**src/rtl/shift_chain_ctrl.sv**
```systemverilog
// Serializes a latched pattern into an external enable-gated register chain and recovers it from
// the chain tail. Optional compare of recovered vs sent bits under SHIFT_CHAIN_CTRL_CHECK_EN.
module shift_chain_ctrl #(
    parameter int unsigned DEPTH  = 5,
    parameter int unsigned MAXLEN = 8
) (
    input  logic              CLK,
    input  logic              RST,
    input  logic              start,
    input  logic [MAXLEN-1:0] data_in,
    input  logic [3:0]        len,
    input  logic              stall,
    input  logic              chain_dout,
    output logic              chain_en,
    output logic              chain_din,
    output logic              busy,
    output logic              done,
    output logic [MAXLEN-1:0] captured,
    output logic              mismatch
);

    localparam int unsigned IdxW = $clog2(MAXLEN);
    localparam logic [4:0] DepthW = 5'(DEPTH);
    localparam logic [IdxW-1:0] DepthLo = IdxW'(DEPTH);
    localparam logic [3:0] MaxLen4 = 4'(MAXLEN);

    typedef enum logic [1:0] {
        StIdle,
        StShift,
        StLast,
        StDone
    } state_e;

    state_e            state_q, state_d;
    logic [3:0]        sc_q, sc_d;
    logic [3:0]        len_q, len_d;
    logic [MAXLEN-1:0] pattern_q, pattern_d;
    logic [MAXLEN-1:0] captured_q, captured_d;

    logic [4:0]        last_sc;
    logic [3:0]        len_clamped;
    logic              capture_win;
    logic [IdxW-1:0]   cap_idx;

    always_comb begin
        len_clamped = (len > MaxLen4) ? MaxLen4 : len;
        last_sc     = {1'b0, len_q} + DepthW - 5'd1;
        capture_win = ({1'b0, sc_q} >= DepthW) && ({1'b0, sc_q} <= last_sc);
        // Window guarantees sc - DEPTH lies in 0..L-1, so modular low bits are exact.
        cap_idx     = sc_q[IdxW-1:0] - DepthLo;
    end

    always_comb begin
        state_d    = state_q;
        sc_d       = sc_q;
        len_d      = len_q;
        pattern_d  = pattern_q;
        captured_d = captured_q;
        chain_en   = 1'b0;
        chain_din  = 1'b0;

        unique case (state_q)
            StIdle: begin
                if (start && (len != 4'd0)) begin
                    pattern_d  = data_in;
                    len_d      = len_clamped;
                    sc_d       = 4'd0;
                    captured_d = '0;
                    state_d    = StShift;
                end
            end
            StShift: begin
                if (!stall) begin
                    chain_en = 1'b1;
                    if (sc_q < len_q) begin
                        chain_din = pattern_q[sc_q[IdxW-1:0]];
                    end
                    sc_d = sc_q + 4'd1;
                    if (capture_win) begin
                        captured_d[cap_idx] = chain_dout;
                    end
                    if (({1'b0, sc_q} + 5'd1) == last_sc) begin
                        state_d = StLast;
                    end
                end
            end
            StLast: begin
                // Last bit reached the tail on the final enabled edge; take it without shifting.
                if (capture_win) begin
                    captured_d[cap_idx] = chain_dout;
                end
                state_d = StDone;
            end
            StDone: begin
                state_d = StIdle;
            end
            default: begin
                state_d = StIdle;
            end
        endcase
    end

    always_ff @(posedge CLK or posedge RST) begin
        if (RST) begin
            state_q    <= StIdle;
            sc_q       <= 4'd0;
            len_q      <= 4'd0;
            pattern_q  <= '0;
            captured_q <= '0;
        end else begin
            state_q    <= state_d;
            sc_q       <= sc_d;
            len_q      <= len_d;
            pattern_q  <= pattern_d;
            captured_q <= captured_d;
        end
    end

    assign busy     = (state_q != StIdle);
    assign done     = (state_q == StDone);
    assign captured = captured_q;

`ifdef SHIFT_CHAIN_CTRL_CHECK_EN
    localparam logic [MAXLEN:0] One = 1;
    logic [MAXLEN:0] len_mask;

    always_comb begin
        len_mask = (One << len_q) - One;
        mismatch = (state_q == StDone) &&
                   (((captured_q ^ pattern_q) & len_mask[MAXLEN-1:0]) != '0);
    end
`else
    assign mismatch = 1'b0;
`endif

endmodule

```
**config.mk**
```make
export PLATFORM = sky130hd
export DESIGN_NAME = shift_chain_ctrl
export DESIGN_NICKNAME = d
export VERILOG_FILES = /design/src/rtl/shift_chain_ctrl.sv
export SDC_FILE = /design/constraint.sdc
export NUM_CORES = 1
export LEC_CHECK = 0
export CORE_MARGIN = 5
export CORE_UTILIZATION = 45
export CTS_CLUSTER_DIAMETER = 30
export DETAILED_ROUTE_END_ITERATION = 6
export PLACE_DENSITY = 0.78
export SLEW_MARGIN = 20
export SYNTH_ARGS = -nofsm -noshare
export SYNTH_HDL_FRONTEND = slang
export SYNTH_SLANG_ARGS = --single-unit
```
**constraint.sdc**
```tcl
create_clock -name CLK -period 2.3 [get_ports CLK]
set_input_delay 0.345 -clock CLK [delete_from_list [all_inputs] [get_ports CLK]]
set_output_delay 0.345 -clock CLK [all_outputs]
set_load 0.05 [all_outputs]
```
Yosys cells after proc, flatten, opt, wreduce, memory -nomap -nowiden --
Cells that the tools add are included.
Word-level totals: flip-flop bits (word level) 26, bits of input ports 17, output and inout port bits 13
Operators by class: add/sub/neg operators 5, magnitude comparators 7, equal/unequal tests 7, muxes and demuxes 22, reductions and logical operators 12
Operators with widths (count):
- two-way mux 8 bit | 3
- one-hot mux 8 bit (3 select lines) | 1
- two-way mux 4 bit | 3
- AND reduction 3 bit | 3
- bitwise mux 8 bit | 1
- < comparator 3 x 4 -> 1 bit (second input constant) | 2
- one-hot mux 2 bit (4 select lines) | 1
- one-hot mux 4 bit (2 select lines) | 1
- two-way mux 1 bit | 7
- two-way mux 2 bit | 3
- inequality test 2 bit (second input constant) | 3
- adder 4 x 1 -> 5 bit (second input constant) | 1
- adder 4 x 3 -> 5 bit (second input constant) | 1
- equality test 5 bit | 1
- <= comparator 4 x 5 -> 1 bit | 1
- subtractor 5 x 1 -> 5 bit (second input constant) | 1
- adder 4 x 1 -> 4 bit (second input constant) | 1
- equality test 2 bit (second input constant) | 2
- >= comparator 4 x 3 -> 1 bit (second input constant) | 1
- > comparator 4 bit (second input constant) | 1
- < comparator 4 bit | 1
- nonzero test 2 bit | 2
- nonzero test 4 bit | 1
- binary-select mux 1 bit (select 3 bit) | 1
- 8 further kinds | 10

Depth between registers and ports, before layout --
word-level depth 9, depth in mapped cells 9, mapped depth without buffers 8

Worst setup path after synthesis --
OpenSTA, ideal clock, no wires.
path kind register to output, start point register state_q[1], end point output port chain_din, data arrival time 3120 ps, required time 1955 ps, path slack -1165 ps, cell stages (with the launch flop) 6, cells stage by stage dfrtp_1 -> inv_1 -> ha_1 -> buf_2 -> nor2b_1 -> nor4bb_1
Between the ends: word-level cells in the longest chain between the ends 2
RTL lines:
- start: declaration | RTL line 34 | state_e state_q, state_d;
- start signal: assignment | RTL line 105 | state_q <= StIdle;
- start signal: assignment | RTL line 111 | state_q <= state_d;
- equality test 2 x 1 -> 1 bit | RTL line 62 | unique case (state_q)
- two-way mux 1 bit | RTL line 62
- end: declaration | RTL line 15 | output logic chain_din,
Every way passes these cells.

Final worst setup path --
start point register len_q[2], end point register captured_q[3] (netlist: captured[3])
Between the ends: word-level cells in the longest chain between the ends 7
RTL lines:
- start: declaration | RTL line 36 | logic [3:0] len_q, len_d;
- start signal: assignment | RTL line 113 | len_q <= len_d;
- adder 4 x 3 -> 5 bit (*) | RTL line 47 | last_sc = {1'b0, len_q} + DepthW - 5'd1;
- subtractor 5 x 1 -> 5 bit (*) | RTL line 47
- <= comparator 4 x 5 -> 1 bit (*) | RTL line 48 | capture_win = ({1'b0, sc_q} >= DepthW) && ({1'b0, sc_q} <= last_sc);
- logical AND 1 bit (*) | RTL line 48
- two-way mux 8 bit (*)
- two-way mux 8 bit
- one-hot mux 8 bit (3 select lines) (*)
- end signal: assignment | RTL line 115 | captured_q <= captured_d;
- end: declaration | RTL line 38 | logic [MAXLEN-1:0] captured_q, captured_d;
Mark *: on every way between the ends. The rest lies on a longest branch, timed or not. The select of a mux whose other input is x is not followed. A chain may end at the register's enable or synchronous reset.

==> results.cfg <==
[sta]
slew_headroom_pct = 66.4
holdWs_ns = 0.436
slew_viol_final = 0
skew_ns = 0.00145
hold_viol_final = 0
worst_pin_slew_ns = 0.502
setup_viol = 0
finalSetupTns_ns = 0
post-route-min-period_ns = 2.21
fmax_mhz = 452
final.period_utilization_pct = 96.2

[route]
post-route-drc-count = 0
route.vias.total = 1447
dr.pass1.iters = 4
wirelength_um = 4300
viasPerCell = 5.72
ant_nets = 0
first_iter_violations = 62
wl_per_cell_um = 17.0

[synth]
yosys.area_share.simple_pct = 17.2
yosysWarnings = 0
synth_top_area_cell = dfrtp_1
synth.mux.area_fraction_pct = 11.7
synth-seq-cells = 26
synth_top_family_by_area = simple AND/OR/NAND/NOR gates
netlist_instances = 167
yosys-top-cells-area = dfrtp_1 (37%), ha_1 (9.9%), mux2_2 (5.7%)
synth_nets = 198
synth_edf_count = 0
ys.flop_type = dfrtp_1
syn_area_um2 = 1780
synth_top_area_share_pct = 36.6
synth-seq-area-share_pct = 36.6
ys_types = 47
synth-xor-area-share_pct = 2.40
synth_adder_area_share_pct = 9.87
avgSynthCellArea_um2 = 10.6
synth-compound-area-share_pct = 15.5
synth-async-reset-ratio_pct = 100

[power]
totalPowerFinal_uw = 2850
vdd_drop_max_mv = 0.878
p_leak_uw = 0.000963
p_per_area_nw_per_um2 = 1210

[worst_setup_path]
setup.worst_path.end_class = register
startpoint_type = register
cpMaxStageDelayCell = dfrtp_1
cp_max_fo = 6
critPathKind = reg -> reg
path_buf_inv = 2
path_cells = ha_4, inv_1, ha_1, and4bb_1, nor2_2, a211oi_4, buf_6, nor4b_4, mux2i_1
arrival_ns = 2.40
slowest_delay_ns = 0.43
cp.required_ns = 2.49
critPathTopFamily = simple AND/OR/NAND/NOR gates

[grt]
grt_max_degree = 27
overflow = 0
grt_pass1_wl_um = 7070
antenna_found_initial = 0
grt_usage_pct = 17.0
grt_pass1_vias = 1473

[clocking]
cts-buffers-inserted = 3
clk_latency_ns = 0.27
clock_path_buffers = 2
cts_hold_buffers = 0
cts-root-buf = clkbuf_8
cts_tree = done
htreeDepth = 1
clkTransAtPathRegs_ns = 0.09
cts.sinks = 26

[hold_path]
hp-class = in -> async

[status]
outcome = finished clean

[place]
dp.cells = 245
io_buffers = 28
hpwl_um = 3150
place_congestion = 0.818

[final_layout]
post-route-util_pct = 63.0
fin_cells = 253
syn2layout_area_growth_pct = 32.8
nets = 237
drive_gt1_share_pct = 27.3
layout_common_cells = dfrtp_1 (26), clkdlybuf4s50_1 (25), nand2_1 (14)
antenna_cells = 0
mostFrequentLayoutCell = dfrtp_1

[floorplan]
die_h_um = 72.8
rows = 22
core_area_um2 = 3740
die-area_um2 = 5300
start_util_pct = 47.4
die_w_um = 72.8
ioPinCount = 30

[flow_run]
cap_viol_max_count = 0
-- synthesized netlist by cell type (2+ instances only) --
master and n:
o211ai_1 6, nand3_1 4, buf_4 4, xnor2_1 2
nand2_2 2, nand2b_1 6, mux2_2 9, nand2_1 14
nor2_1 5, mux4_2 2, nor4b_2 2, mux2i_1 5
a21oi_1 3, o31ai_1 4, o311ai_1 2, buf_2 2
inv_1 11, o21ai_2 2, buf_6 3, dfrtp_1 26
nor2b_1 2, o41ai_1 2, o21ai_0 8, a22o_1 3
nand4_1 3, ha_1 14
-- layout make-up --
| type | count | area [µm²] |
|---|---|---|
| Fill cell | 297 | 1390 |
| Multi-Input combinational cell | 121 | 1130 |
| Sequential cell | 26 | 651 |
| Timing Repair Buffer | 43 | 423 |
| Tap cell | 48 | 60.1 |
| Clock buffer | 4 | 55.1 |
| Inverter | 11 | 41.3 |
-- repair_timing --
item                                    in CTS  in global routing
buffers inserted                             1                  3
endpoints found under the setup margin       9                 10
resized for setup                            3                 14
pin swaps                                    3                  2
-- state kept, by name, indices dropped and copies added, names as in the netlist --
name / flops
captured: 8
pattern_q: 8
len_q: 4
sc_q: 4
state_q: 2
-- routing by layer --
layer / track usage (%) / part of all wire [%] / vias up / routed length (µm)
li1: - / - / 677 / -
met1: 21.0 / 40 / 710 / 1730
met2: 30.9 / 54 / 46 / 2320
met3: 1.38 / 3.3 / 14 / 141
met4: 5.94 / 2.7 / 0 / 114
met5: 0 / 0 / - / 0
-- where the power goes --
group / internal [µW] / switching, µW / total [µW] / leakage [µW]
clock: 153 / 139 / 292 / 0.0000288
sequential: 605 / 115 / 720 / 0.000335
combinational: 840 / 996 / 1840 / 0.000598
-- per-stage QoR --
stage / setup WS (ns) / instance area (µm²)
CTS: 0.00856 / 2240
global placement: -0.0758 / 2170
floorplan: 0.0942 / 1800
global route: -0.00100 / 2360
detailed placement: -0.184 / 2170
finish: 0.0872 / 2360
-- final timing paths --
check	startpoint	end	slack, ns	cells after the start
min in group CLK	pattern_q[5]	pattern_q[5]	0.52	1
max in group asynchronous	RST	captured[7]	1.61	3
worst max-delay path	len_q[2]	captured[3]	0.09	9
worst max register to register	len_q[2]	captured[3]	0.09	9
worst min-delay path	RST	captured[5]	0.44	3
worst min register to register	pattern_q[5]	pattern_q[5]	0.52	1
-- cells by family (layout without fill, tap and decap cells) --
logic type | after synthesis | count (layout)
simple gates | 49 | 49
buf+inv | 20 | 58
other cells | 1 | 1
mux | 17 | 17
flops | 26 | 26
compound gates | 36 | 36
xor+xnor | 4 | 4
fa+ha+maj | 14 | 14
-- worst register-to-register path, cell delays in order, from the launching register on --
cell and delay [ns]:
dfrtp_1 0.43, ha_4 0.29, inv_1 0.04, ha_1 0.29
and4bb_1 0.20, nor2_2 0.13, a211oi_4 0.08, buf_6 0.15
nor4b_4 0.30, mux2i_1 0.22
Note: power is estimated with default switching activity, not from simulation.
